### config.mk
export PLATFORM = sky130hd
export DESIGN_NAME = embnew16k_nios2_qsys_0_oci_dct_ctrl
export DESIGN_NICKNAME = d
export VERILOG_FILES = /design/src/rtl/embnew16k_oci_dct_pkg.sv /design/src/rtl/embnew16k_oci_dct_outreg.sv /design/src/rtl/embnew16k_nios2_qsys_0_oci_dct_ctrl.sv
export SDC_FILE = /design/constraint.sdc
export NUM_CORES = 1
export LEC_CHECK = 0
export ABC_AREA = 1
export CORE_ASPECT_RATIO = 1.75
export CORE_MARGIN = 5
export CORE_UTILIZATION = 55
export CTS_BUF_LIST = sky130_fd_sc_hd__clkbuf_2 sky130_fd_sc_hd__clkbuf_4 sky130_fd_sc_hd__clkbuf_8
export DETAILED_ROUTE_END_ITERATION = 6
export GPL_ROUTABILITY_DRIVEN = 0
export PLACE_DENSITY = 0.76
export SLEW_MARGIN = 20
export SYNTH_ARGS = -nofsm -noshare
export SYNTH_HDL_FRONTEND = slang
export SYNTH_SLANG_ARGS = --single-unit
export TNS_END_PERCENT = 1
### constraint.sdc
create_clock -name i_clk -period 2.6 [get_ports i_clk]
set_input_delay 0.39 -clock i_clk [delete_from_list [all_inputs] [get_ports i_clk]]
set_output_delay 0.39 -clock i_clk [all_outputs]
set_load 0.005 [all_outputs]
### src/rtl/embnew16k_oci_dct_pkg.sv
// embnew16k_oci_dct_pkg: shared widths and FSM states for the OCI DCT atom packer.
package embnew16k_oci_dct_pkg;
  localparam int ATOM_W = 2;
  localparam int SLOTS  = 15;
  localparam int CNT_W  = 4;
  localparam int BUF_W  = ATOM_W * SLOTS;
  localparam int DROP_W = 8;
  typedef enum logic [1:0] {IDLE, FILL, DRAIN, DONE} state_t;
endpackage

### src/rtl/embnew16k_oci_dct_outreg.sv
// embnew16k_oci_dct_outreg: single-entry valid/ready holding register for packed frames.
//  i_clk, i_reset_n : clock, async active-low reset
//  i_load           : capture i_data/i_cnt and raise o_valid
//  i_data, i_cnt    : frame payload and atom count
//  i_ready          : downstream accepts the held frame
//  o_valid, o_data, o_cnt : held frame
//  o_busy           : frame held and not being accepted this cycle
module embnew16k_oci_dct_outreg
  import embnew16k_oci_dct_pkg::*;
(
  input  logic             i_clk,
  input  logic             i_reset_n,
  input  logic             i_load,
  input  logic [BUF_W-1:0] i_data,
  input  logic [CNT_W-1:0] i_cnt,
  input  logic             i_ready,
  output logic             o_valid,
  output logic [BUF_W-1:0] o_data,
  output logic [CNT_W-1:0] o_cnt,
  output logic             o_busy
);
  logic             r_valid;
  logic [BUF_W-1:0] r_data;
  logic [CNT_W-1:0] r_cnt;
  always_ff @(posedge i_clk or negedge i_reset_n) begin
    if (!i_reset_n) begin
      r_valid <= 1'b0;
      r_data  <= '0;
      r_cnt   <= '0;
    end else if (i_load) begin
      r_valid <= 1'b1;
      r_data  <= i_data;
      r_cnt   <= i_cnt;
    end else if (i_ready) begin
      r_valid <= 1'b0;
    end
  end
  assign o_valid = r_valid;
  assign o_data  = r_data;
  assign o_cnt   = r_cnt;
  assign o_busy  = r_valid & ~i_ready;
endmodule

### src/rtl/embnew16k_nios2_qsys_0_oci_dct_ctrl.sv
// embnew16k_nios2_qsys_0_oci_dct_ctrl: packs 2-bit DCT atoms into 30-bit frames for the trace store.
//  i_clk, i_reset_n        : clock, async active-low reset
//  i_trace_enable          : atoms ignored while low
//  i_atom_valid, i_atom    : incoming trace atom (never stalled)
//  i_flush_req             : pulse, emit current partial frame
//  i_test_ending           : level, final flush then end-of-test
//  o_frame_valid, i_frame_ready, o_dct_buffer, o_dct_count : frame handshake/payload
//  o_overflow, i_overflow_clr, o_drop_cnt : sticky drop flag and saturating drop count
//  o_test_has_ended        : sticky once the final frame has drained
module embnew16k_nios2_qsys_0_oci_dct_ctrl
  import embnew16k_oci_dct_pkg::*;
#(
  parameter int TIMEOUT = 64
) (
  input  logic              i_clk,
  input  logic              i_reset_n,
  input  logic              i_trace_enable,
  input  logic              i_atom_valid,
  input  logic [ATOM_W-1:0] i_atom,
  input  logic              i_flush_req,
  input  logic              i_test_ending,
  output logic              o_frame_valid,
  input  logic              i_frame_ready,
  output logic [BUF_W-1:0]  o_dct_buffer,
  output logic [CNT_W-1:0]  o_dct_count,
  output logic              o_overflow,
  input  logic              i_overflow_clr,
  output logic [DROP_W-1:0] o_drop_cnt,
  output logic              o_test_has_ended
);
  localparam int TMR_W = $clog2(TIMEOUT);
  state_t             r_state, w_state_nxt;
  logic [BUF_W-1:0]   r_pbuf, w_buf;
  logic [CNT_W-1:0]   r_pcnt, w_n;
  logic [TMR_W-1:0]   r_timer;
  logic [DROP_W-1:0]  r_drop_cnt;
  logic               r_pend, r_overflow;
  logic               w_live, w_acc, w_drop, w_trig, w_xfer, w_busy;
  assign w_live = i_atom_valid & i_trace_enable & (r_state != DONE);
  assign w_acc  = w_live & (r_pcnt < CNT_W'(SLOTS));
  assign w_drop = w_live & ~w_acc;
  // Trigger looks at the post-append count so the same-cycle atom rides along.
  assign w_n    = r_pcnt + CNT_W'(w_acc);
  assign w_trig = (w_n == CNT_W'(SLOTS)) |
                  ((w_n != '0) & (i_flush_req | r_pend | i_test_ending |
                                  (r_state == DRAIN) | (r_timer == TMR_W'(TIMEOUT - 1))));
  assign w_xfer = w_trig & ~w_busy;
  always_comb begin
    w_buf = r_pbuf;
    if (w_acc) w_buf[ATOM_W*r_pcnt +: ATOM_W] = i_atom;
  end
  always_comb begin
    w_state_nxt = r_state;
    unique case (r_state)
      IDLE:  w_state_nxt = i_test_ending ? DRAIN : (w_acc & ~w_xfer) ? FILL : IDLE;
      FILL:  w_state_nxt = i_test_ending ? DRAIN : w_xfer ? IDLE : FILL;
      // Only finish once nothing is packed and the last frame has been taken.
      DRAIN: w_state_nxt = ((w_n == '0) & ~o_frame_valid) ? DONE : DRAIN;
      DONE:  w_state_nxt = DONE;
    endcase
  end
  always_ff @(posedge i_clk or negedge i_reset_n) begin
    if (!i_reset_n) begin
      r_state    <= IDLE;
      r_pbuf     <= '0;
      r_pcnt     <= '0;
      r_timer    <= '0;
      r_pend     <= 1'b0;
      r_overflow <= 1'b0;
      r_drop_cnt <= '0;
    end else begin
      r_state    <= w_state_nxt;
      r_pbuf     <= w_xfer ? '0 : w_buf;
      r_pcnt     <= w_xfer ? '0 : w_n;
      r_timer    <= (w_acc | w_xfer) ? '0 :
                    ((r_pcnt != '0) && (r_timer != TMR_W'(TIMEOUT - 1))) ? r_timer + 1'b1 : r_timer;
      // A flush that cannot go out yet is remembered until the output frees.
      r_pend     <= w_xfer ? 1'b0 : (r_pend | (i_flush_req & (w_n != '0)));
      r_overflow <= i_overflow_clr ? 1'b0 : (r_overflow | w_drop);
      r_drop_cnt <= i_overflow_clr ? '0 :
                    (w_drop && (r_drop_cnt != '1)) ? r_drop_cnt + 1'b1 : r_drop_cnt;
    end
  end
  embnew16k_oci_dct_outreg u_outreg (
    .i_clk     (i_clk),
    .i_reset_n (i_reset_n),
    .i_load    (w_xfer),
    .i_data    (w_buf),
    .i_cnt     (w_n),
    .i_ready   (i_frame_ready),
    .o_valid   (o_frame_valid),
    .o_data    (o_dct_buffer),
    .o_cnt     (o_dct_count),
    .o_busy    (w_busy)
  );
  assign o_overflow       = r_overflow;
  assign o_drop_cnt       = r_drop_cnt;
  assign o_test_has_ended = (r_state == DONE);
endmodule

### Word-level counts from Yosys, hierarchy flattened

Index checks and enable logic that the tools add are counted.

* bits of input ports: 10
* output and inout bits: 45
* flip-flop bits (word level): 87
* word-level logic and storage cells: 75

* order comparisons: 1
* muxes and demuxes: 18
* reduce and logical (&&, ||, !) cells: 9
* shifts and indexed selects: 2
* add/subtract/negate cells: 4
* bitwise logic cells: 23
* equal/unequal tests: 8

Operators by type and width (number)
* two-way mux 30 bit: 2
* negation 5 -> 34 bit: 1
* variable shift 2 x 34 -> 30 bit, first input constant: 1
* indexed part select 2 x 34 -> 30 bit: 1
* bitwise mux 30 bit: 1
* two-way mux 8 bit: 2
* two-way mux 6 bit: 2
* bitwise AND 1 bit: 10
* adder 8 x 1 -> 8 bit, second input constant: 1
* inequality test 8 bit, second input constant: 1
* bitwise OR 1 bit: 8
* one-hot mux 2 bit (4 select lines): 1
* nonzero test 4 bit: 2
* two-way mux 1 bit: 7
* adder 6 x 1 -> 6 bit, second input constant: 1
* equality test 6 bit, second input constant: 1
* inequality test 6 bit, second input constant: 1
* nonzero test 2 bit: 3
* inverter 1 bit: 5
* adder 4 x 1 -> 4 bit: 1
* equality test 2 bit, second input constant: 2
* equality test 4 bit, second input constant: 1
* logical NOT 4 bit: 1
* less-than comparator 4 bit, second input constant: 1
* other kinds (6): 8

### Logic depth before layout (Yosys ltp)

* word-level depth: 13
* depth in mapped cells: 17
* mapped depth without buffers: 15

### By module

A second synthesis with hierarchy kept.

* cells, all modules: 563
* area total of the unflattened synthesis: 4473.0 um^2

Modules (own cells, without submodules)
* embnew16k_nios2_qsys_0_oci_dct_ctrl: area an instance 3090.5 um^2, seq. area each 1301.2 um^2, cells each 414, times used 1
* embnew16k_oci_dct_outreg: area an instance 1382.6 um^2, seq. area each 875.8 um^2, cells each 149, times used 1

### Worst setup path after synthesis

OpenSTA, ideal clock, no wires.

* path type: reg-to-reg
* start: register r_pcnt[0]
* end: register r_pcnt[2]
* clock period less this slack: 2346 ps
* data arrival time: 2222 ps
* path slack: 254 ps
* setup time: 124 ps
* cell stages (with the launch flop): 14
* required time: 2476 ps
* buffers on the path: 2
* cells stage by stage: dfrtp_1 > ha_1 > nand3_1 > nand2_2 > inv_1 > ha_1 > ha_1 > xnor2_2 > nor2_1 > nand3_1 > a21oi_2 > buf_4 > buf_6 > nor2_1

* cells in the longest elaborated chain, start to end: 8
* elaborated cells between the ends (all ways): 9
* classes of those cells: add/sub: 1; order compare: 1; eq/ne: 1; mux: 1; bitwise: 4; reduce/logical: 1

Ends and longest elaborated chain
* start, declared: line embnew16k_nios2_qsys_0_oci_dct_ctrl.sv:34 `logic [CNT_W-1:0] r_pcnt, w_n;`
* start signal, assigned: line embnew16k_nios2_qsys_0_oci_dct_ctrl.sv:74 `r_pcnt <= w_xfer ? '0 : w_n;`
* less-than comparator 4 bit: line embnew16k_nios2_qsys_0_oci_dct_ctrl.sv:40 `assign w_acc = w_live & (r_pcnt < CNT_W'(SLOTS));`
* bitwise AND 1 bit: line embnew16k_nios2_qsys_0_oci_dct_ctrl.sv:40
* adder 4 x 1 -> 4 bit (*): line embnew16k_nios2_qsys_0_oci_dct_ctrl.sv:43 `assign w_n = r_pcnt + CNT_W'(w_acc);`
* nonzero test 4 bit: line embnew16k_nios2_qsys_0_oci_dct_ctrl.sv:45 `((w_n != '0) & (i_flush_req | r_pend | i_test_ending |`
* bitwise AND 1 bit: line embnew16k_nios2_qsys_0_oci_dct_ctrl.sv:45
* bitwise OR 1 bit: line embnew16k_nios2_qsys_0_oci_dct_ctrl.sv:44 `assign w_trig = (w_n == CNT_W'(SLOTS)) |`
* bitwise AND 1 bit: line embnew16k_nios2_qsys_0_oci_dct_ctrl.sv:47 `assign w_xfer = w_trig & ~w_busy;`
* two-way mux 4 bit (*): line embnew16k_nios2_qsys_0_oci_dct_ctrl.sv:74

Every way passes the cells marked *; elsewhere a longest branch is shown, timed or not.
A chain may end at the register's enable or synchronous reset.

### Final worst setup path

* start: register r_pcnt[0]
* end: register r_state[0]

* cells in the longest elaborated chain, start to end: 12
* elaborated cells between the ends (all ways): 18
* classes of those cells: add/sub: 1; order compare: 1; eq/ne: 1; mux: 6; bitwise: 7; reduce/logical: 2

Ends and longest elaborated chain
* less-than comparator 4 bit: line embnew16k_nios2_qsys_0_oci_dct_ctrl.sv:40
* bitwise AND 1 bit: line embnew16k_nios2_qsys_0_oci_dct_ctrl.sv:40
* adder 4 x 1 -> 4 bit (*): line embnew16k_nios2_qsys_0_oci_dct_ctrl.sv:43
* via u_outreg.i_cnt[1]: line embnew16k_oci_dct_outreg.sv:15 `input logic [CNT_W-1:0] i_cnt,`
* nonzero test 4 bit: line embnew16k_nios2_qsys_0_oci_dct_ctrl.sv:45
* bitwise AND 1 bit: line embnew16k_nios2_qsys_0_oci_dct_ctrl.sv:45
* bitwise OR 1 bit: line embnew16k_nios2_qsys_0_oci_dct_ctrl.sv:44
* bitwise AND 1 bit: line embnew16k_nios2_qsys_0_oci_dct_ctrl.sv:47
* inverter 1 bit: line embnew16k_nios2_qsys_0_oci_dct_ctrl.sv:55 `IDLE: w_state_nxt = i_test_ending ? DRAIN : (w_acc & ~w_xfer) ? FILL : IDLE;`
* bitwise AND 1 bit: line embnew16k_nios2_qsys_0_oci_dct_ctrl.sv:55
* two-way mux 1 bit: line embnew16k_nios2_qsys_0_oci_dct_ctrl.sv:55
* two-way mux 2 bit: line embnew16k_nios2_qsys_0_oci_dct_ctrl.sv:55
* one-hot mux 2 bit (4 select lines) (*): line embnew16k_nios2_qsys_0_oci_dct_ctrl.sv:54 `unique case (r_state)`
* via w_state_nxt[0]: line embnew16k_nios2_qsys_0_oci_dct_ctrl.sv:32 `state_t r_state, w_state_nxt;`
* end signal, assigned: line embnew16k_nios2_qsys_0_oci_dct_ctrl.sv:72 `r_state <= w_state_nxt;`
* end, declared: line embnew16k_nios2_qsys_0_oci_dct_ctrl.sv:32

Mark *: on every way through the listed nets, which the timed path passes. The rest lies on a longest branch.

==> flow_summary.html <==
<table>
<tr><th>Metric</th><th>Value</th></tr>
<tr><th colspan="2">Setup path</th></tr>
<tr><td>Peak fanout along the critical path</td><td>15</td></tr>
<tr><td>Required time reported for the critical path endpoint</td><td>approximately 2.9 ns</td></tr>
<tr><td>Maximum cell stage delay along the critical path</td><td>0.36 ns</td></tr>
<tr><td>Crit-path slowest cell</td><td>sky130_fd_sc_hd__dfrtp_1</td></tr>
<tr><td>Crit end category</td><td>flip-flop</td></tr>
<tr><td>Critical register-to-register path startpoint</td><td>r_pcnt[0]</td></tr>
<tr><td>Critical Path, Cell by Cell</td><td>ha_1 &gt; nand3_1 &gt; nand2_2 &gt; inv_1 &gt; ha_1 &gt; ha_1 &gt; nand2_1 &gt; nor2_1 &gt; nand3_1 &gt; nand2_1 &gt; nand2_1 &gt; buf_4 &gt; a21oi_1 &gt; nand2_1</td></tr>
<tr><td>Launch point of the worst path</td><td>r_pcnt[0]</td></tr>
<tr><td>Startpoint-to-endpoint class of the critical path</td><td>flip-flop to flip-flop</td></tr>
<tr><td>Cell type group with the largest total delay on the critical path</td><td>simple AND/OR/NAND/NOR gates</td></tr>
<tr><td>Critical path data arrival time</td><td>2.59 ns</td></tr>
<tr><td>Critical Path Source Type</td><td>flip-flop</td></tr>
<tr><td>Most repeated library cell on the critical path</td><td>sky130_fd_sc_hd__nand2_1</td></tr>
<tr><td>Bufs and invs on worst path</td><td>2</td></tr>
<tr><th colspan="2">Clocking</th></tr>
<tr><td>H-Tree Level Count</td><td>3</td></tr>
<tr><td>CTS Hold Bufs</td><td>0</td></tr>
<tr><td>Clock Tree Buf Depth</td><td>2</td></tr>
<tr><td>Clock-pin slew on the worst setup and hold paths</td><td>approximately 0.080 ns</td></tr>
<tr><td>Number of clock sinks</td><td>87</td></tr>
<tr><td>Setup repair bufs after CTS</td><td>0</td></tr>
<tr><td>Source-to-sink clock delay at the later pin of the worst-skew pair</td><td>0.36 ns</td></tr>
<tr><td>Clock root buffer</td><td>sky130_fd_sc_hd__clkbuf_8</td></tr>
<tr><td>Number of buffers added by the clock tree synthesis step</td><td>9</td></tr>
<tr><td>CTS-repair resized insts</td><td>0</td></tr>
<tr><td>CTS tree</td><td>built</td></tr>
<tr><th colspan="2">Cells and area</th></tr>
<tr><td>Commonest non-fill, non-tap cell in the layout</td><td>sky130_fd_sc_hd__nand2_1</td></tr>
<tr><td>Post-Layout Inst Area</td><td>around 5300 um^2</td></tr>
<tr><td>Diodes inserted</td><td>0</td></tr>
<tr><td>Layout cell share with drive strength beyond 1</td><td>0.09501</td></tr>
<tr><td>Non-filler instance count after layout</td><td>711</td></tr>
<tr><td>Most frequent cells in the layout</td><td>sky130_fd_sc_hd__nand2_1, sky130_fd_sc_hd__dfrtp_1, sky130_fd_sc_hd__nand3_1</td></tr>
<tr><td>Growth of design area from synthesis to finish</td><td>21.32%</td></tr>
<tr><td>Final net count</td><td>633</td></tr>
<tr><th colspan="2">Synth</th></tr>
<tr><td>Cell type with the highest aggregate area in the netlist</td><td>sky130_fd_sc_hd__dfrtp_1</td></tr>
<tr><td>Share of the synthesized area in the top cell type</td><td>0.4999</td></tr>
<tr><td>Distinct cell type count of the synthesized netlist</td><td>28</td></tr>
<tr><td>Multiplexer fraction of the synthesized cell area</td><td>0</td></tr>
<tr><td>Mean area per synthesized cell</td><td>between 7 and 8 um^2</td></tr>
<tr><td>Total of flip-flops plus latches after synthesis</td><td>87</td></tr>
<tr><td>Number of flops mapped to enable cells by yosys</td><td>0</td></tr>
<tr><td>Syn Nets</td><td>between 500 and 600</td></tr>
<tr><td>Xor-xnor portion of the synthesized cell area</td><td>0.02155</td></tr>
<tr><td>Fraction of the mapped netlist area in compound gates</td><td>0.03907</td></tr>
<tr><td>Synth Area in Adders</td><td>0.02011</td></tr>
<tr><td>Combinational family with the most area after synthesis</td><td>simple AND/OR/NAND/NOR gates</td></tr>
<tr><td>Async S/R FF share, synth</td><td>1.000</td></tr>
<tr><td>Post-synthesis simple-gate area fraction</td><td>0.3396</td></tr>
<tr><td>Main area contributors after synthesis</td><td>sky130_fd_sc_hd__dfrtp_1, sky130_fd_sc_hd__nand2_1, sky130_fd_sc_hd__nand3_1, sky130_fd_sc_hd__nor2_1, sky130_fd_sc_hd__inv_1</td></tr>
<tr><td>Main synth FF type</td><td>sky130_fd_sc_hd__dfrtp_1</td></tr>
<tr><td>Post-synthesis instance area</td><td>approximately 4400 um^2</td></tr>
<tr><td>Cells after synthesis</td><td>around 550</td></tr>
<tr><td>Portion of the post-synthesis area used by sequential elements</td><td>0.4999</td></tr>
<tr><td>Synth warnings</td><td>0</td></tr>
<tr><th colspan="2">GRT</th></tr>
<tr><td>Wire length of the first global-routing pass</td><td>17.19 mm</td></tr>
<tr><td>Total GRT Usage</td><td>0.2131</td></tr>
<tr><td>Pin count of the biggest net entering global routing</td><td>46</td></tr>
<tr><td>Via count of the first global-routing pass</td><td>between 3,000 and 4,000</td></tr>
<tr><td>Total grt overflow</td><td>0</td></tr>
<tr><td>Initial antenna violation count</td><td>0</td></tr>
<tr><th colspan="2">Route</th></tr>
<tr><td>Antenna violation net count after detailed routing</td><td>0</td></tr>
<tr><td>Mean number of vias per cell</td><td>5.274</td></tr>
<tr><td>Routed WL</td><td>9.901 mm</td></tr>
<tr><td>Top sig layer</td><td>met4</td></tr>
<tr><td>Routed met3 length</td><td>319 um</td></tr>
<tr><td>Drt drc</td><td>0</td></tr>
<tr><td>Met1 routed wirelength after detailed routing</td><td>3.993 mm</td></tr>
<tr><td>Per-cell routed wire length</td><td>about 14 um</td></tr>
<tr><td>Vias after detailed routing</td><td>~3,800</td></tr>
<tr><td>Pre-antenna DRT Iters</td><td>4</td></tr>
<tr><td>Metal2 WL</td><td>5.383 mm</td></tr>
<tr><td>Drt first-iter violations</td><td>183</td></tr>
<tr><th colspan="2">STA</th></tr>
<tr><td>Max-slew violation count</td><td>0</td></tr>
<tr><td>Actual transition at the worst max-transition pin</td><td>between 0.6 and 0.7 ns</td></tr>
<tr><td>Final clock period utilization by the worst path</td><td>0.9023</td></tr>
<tr><td>Finish-stage setup viols</td><td>0</td></tr>
<tr><td>Slew HR</td><td>0.5655</td></tr>
<tr><td>Final worst path period need</td><td>approximately 2.3 ns</td></tr>
<tr><td>Total count of hold-check failures in the final report</td><td>0</td></tr>
<tr><td>Achievable frequency</td><td>approximately 430 MHz</td></tr>
<tr><td>Setup Skew</td><td>0.005666 ns</td></tr>
<tr><td>RSZ-0062 raised after global routing</td><td>false</td></tr>
<tr><th colspan="2">Pwr</th></tr>
<tr><td>IR Drop Worst-Case VDD</td><td>491.4 uV</td></tr>
<tr><td>Standby leakage power</td><td>0.002648 uW</td></tr>
<tr><td>PwrDens</td><td>around 700 nW/um^2</td></tr>
<tr><th colspan="2">Die</th></tr>
<tr><td>Die Width</td><td>77.27 um</td></tr>
<tr><td>IO Count</td><td>55</td></tr>
<tr><td>Std-Cell Rows</td><td>43</td></tr>
<tr><td>Vertical die dimension</td><td>127.7 um</td></tr>
<tr><td>Die Area</td><td>9869 um^2</td></tr>
<tr><td>Area of the core</td><td>7855 um^2</td></tr>
<tr><td>Starting Density</td><td>0.5545</td></tr>
<tr><th colspan="2">Placement</th></tr>
<tr><td>I/O Buffers</td><td>54</td></tr>
<tr><td>Placed Area</td><td>5091 um^2</td></tr>
<tr><td>Cell Count Post-Placement</td><td>695</td></tr>
<tr><td>Detailed placement HPWL</td><td>7.487 mm</td></tr>
<tr><th colspan="2">Run</th></tr>
<tr><td>Number of max-capacitance violations reported</td><td>0</td></tr>
<tr><th colspan="2">Min path</th></tr>
<tr><td>Class of the tightest hold or removal check</td><td>input pin to async pin</td></tr>
<tr><th colspan="2">Run status</th></tr>
<tr><td>Run status</td><td>finished clean</td></tr>
</table>
==> routing by layer <==
layer | up-vias | global-route usage
met1 | 1792 | 0.2483
li1 | 1872 | -
met2 | 70 | 0.3843
met3 | 16 | 0.04149
met4 | 0 | 0.07591
met5 | - | 0
==> stage by stage <==
| stage | util | power (uW) | hold slack, ns | worst slack (ns) | TNS [ns] |
|---|---|---|---|---|---|
| 2_1_floorplan | - | 2170 | 0.09441 | 0.2540 | 0 |
| 3_3_place_gp | 0.6481 | 2675 | 0.4171 | 0.02381 | 0 |
| 6_report | 0.6727 | 3600 | 0.01654 | 0.2541 | 0 |
| 4_1_cts | 0.6727 | 3639 | 0.02607 | 0.2337 | 0 |
| 3_5_place_dp | 0.6481 | 2715 | 0.4227 | -0.09154 | -2.031 |
| 5_1_grt | 0.6727 | 3826 | 0.04236 | 0.05020 | 0 |
==> cells in the mapped netlist (all sizes together), types with 5 or more instances <==
cell and n:
dfrtp 87, o21ai 16, nand2 178, inv 54, nor2 65, a21oi 9
ha 7, nand4 15, nor3 10, xor2 5, nand3 71, buf 19
==> report_power, final <==
part / total [uW] / switching, uW / internal [uW]
clock network: 925 / 474 / 451
logic: 912 / 418 / 494
registers: 1760 / 154 / 1610
total: 3600 / 1050 / 2550
==> worst paths after layout <==
path                       slack, ns                   to  cells after the start
min in group i_clk              0.48  u_outreg.o_data[20]                      2
max reg2reg                     0.25           r_state[0]                     14
min                             0.02    u_outreg.o_cnt[2]                      1
max                             0.25           r_state[0]                     14
max in group asynchronous       1.94           r_pbuf[20]                      2
min reg2reg                     0.48  u_outreg.o_data[20]                      2
==> cell type report <==
cell class                 instances  area, um^2
fill                             682        2571
sequential                        87        2177
multi-input combinational        386        1838
timing repair buffer              76       753.2
inverter                          56       210.2
clock buffer                      10       131.4
tap                               90       112.6
clock inverter                     6       61.31
==> kinds of logic after synthesis <==
kind of cell    count (synthesis)
compound gates                 30
buf+inv                        75
fa+ha+maj                       7
simple gates                  340
flops                          87
xor+xnor                        9
==> state kept, by name, indices dropped and copies added (netlist names), 2 cells and up <==
register,count
o_drop_cnt,8
r_pbuf,30
r_pcnt,4
r_state,2
r_timer,6
u_outreg.o_cnt,4
u_outreg.o_data,30
No activity file was read; power rests on OpenSTA's default activity.
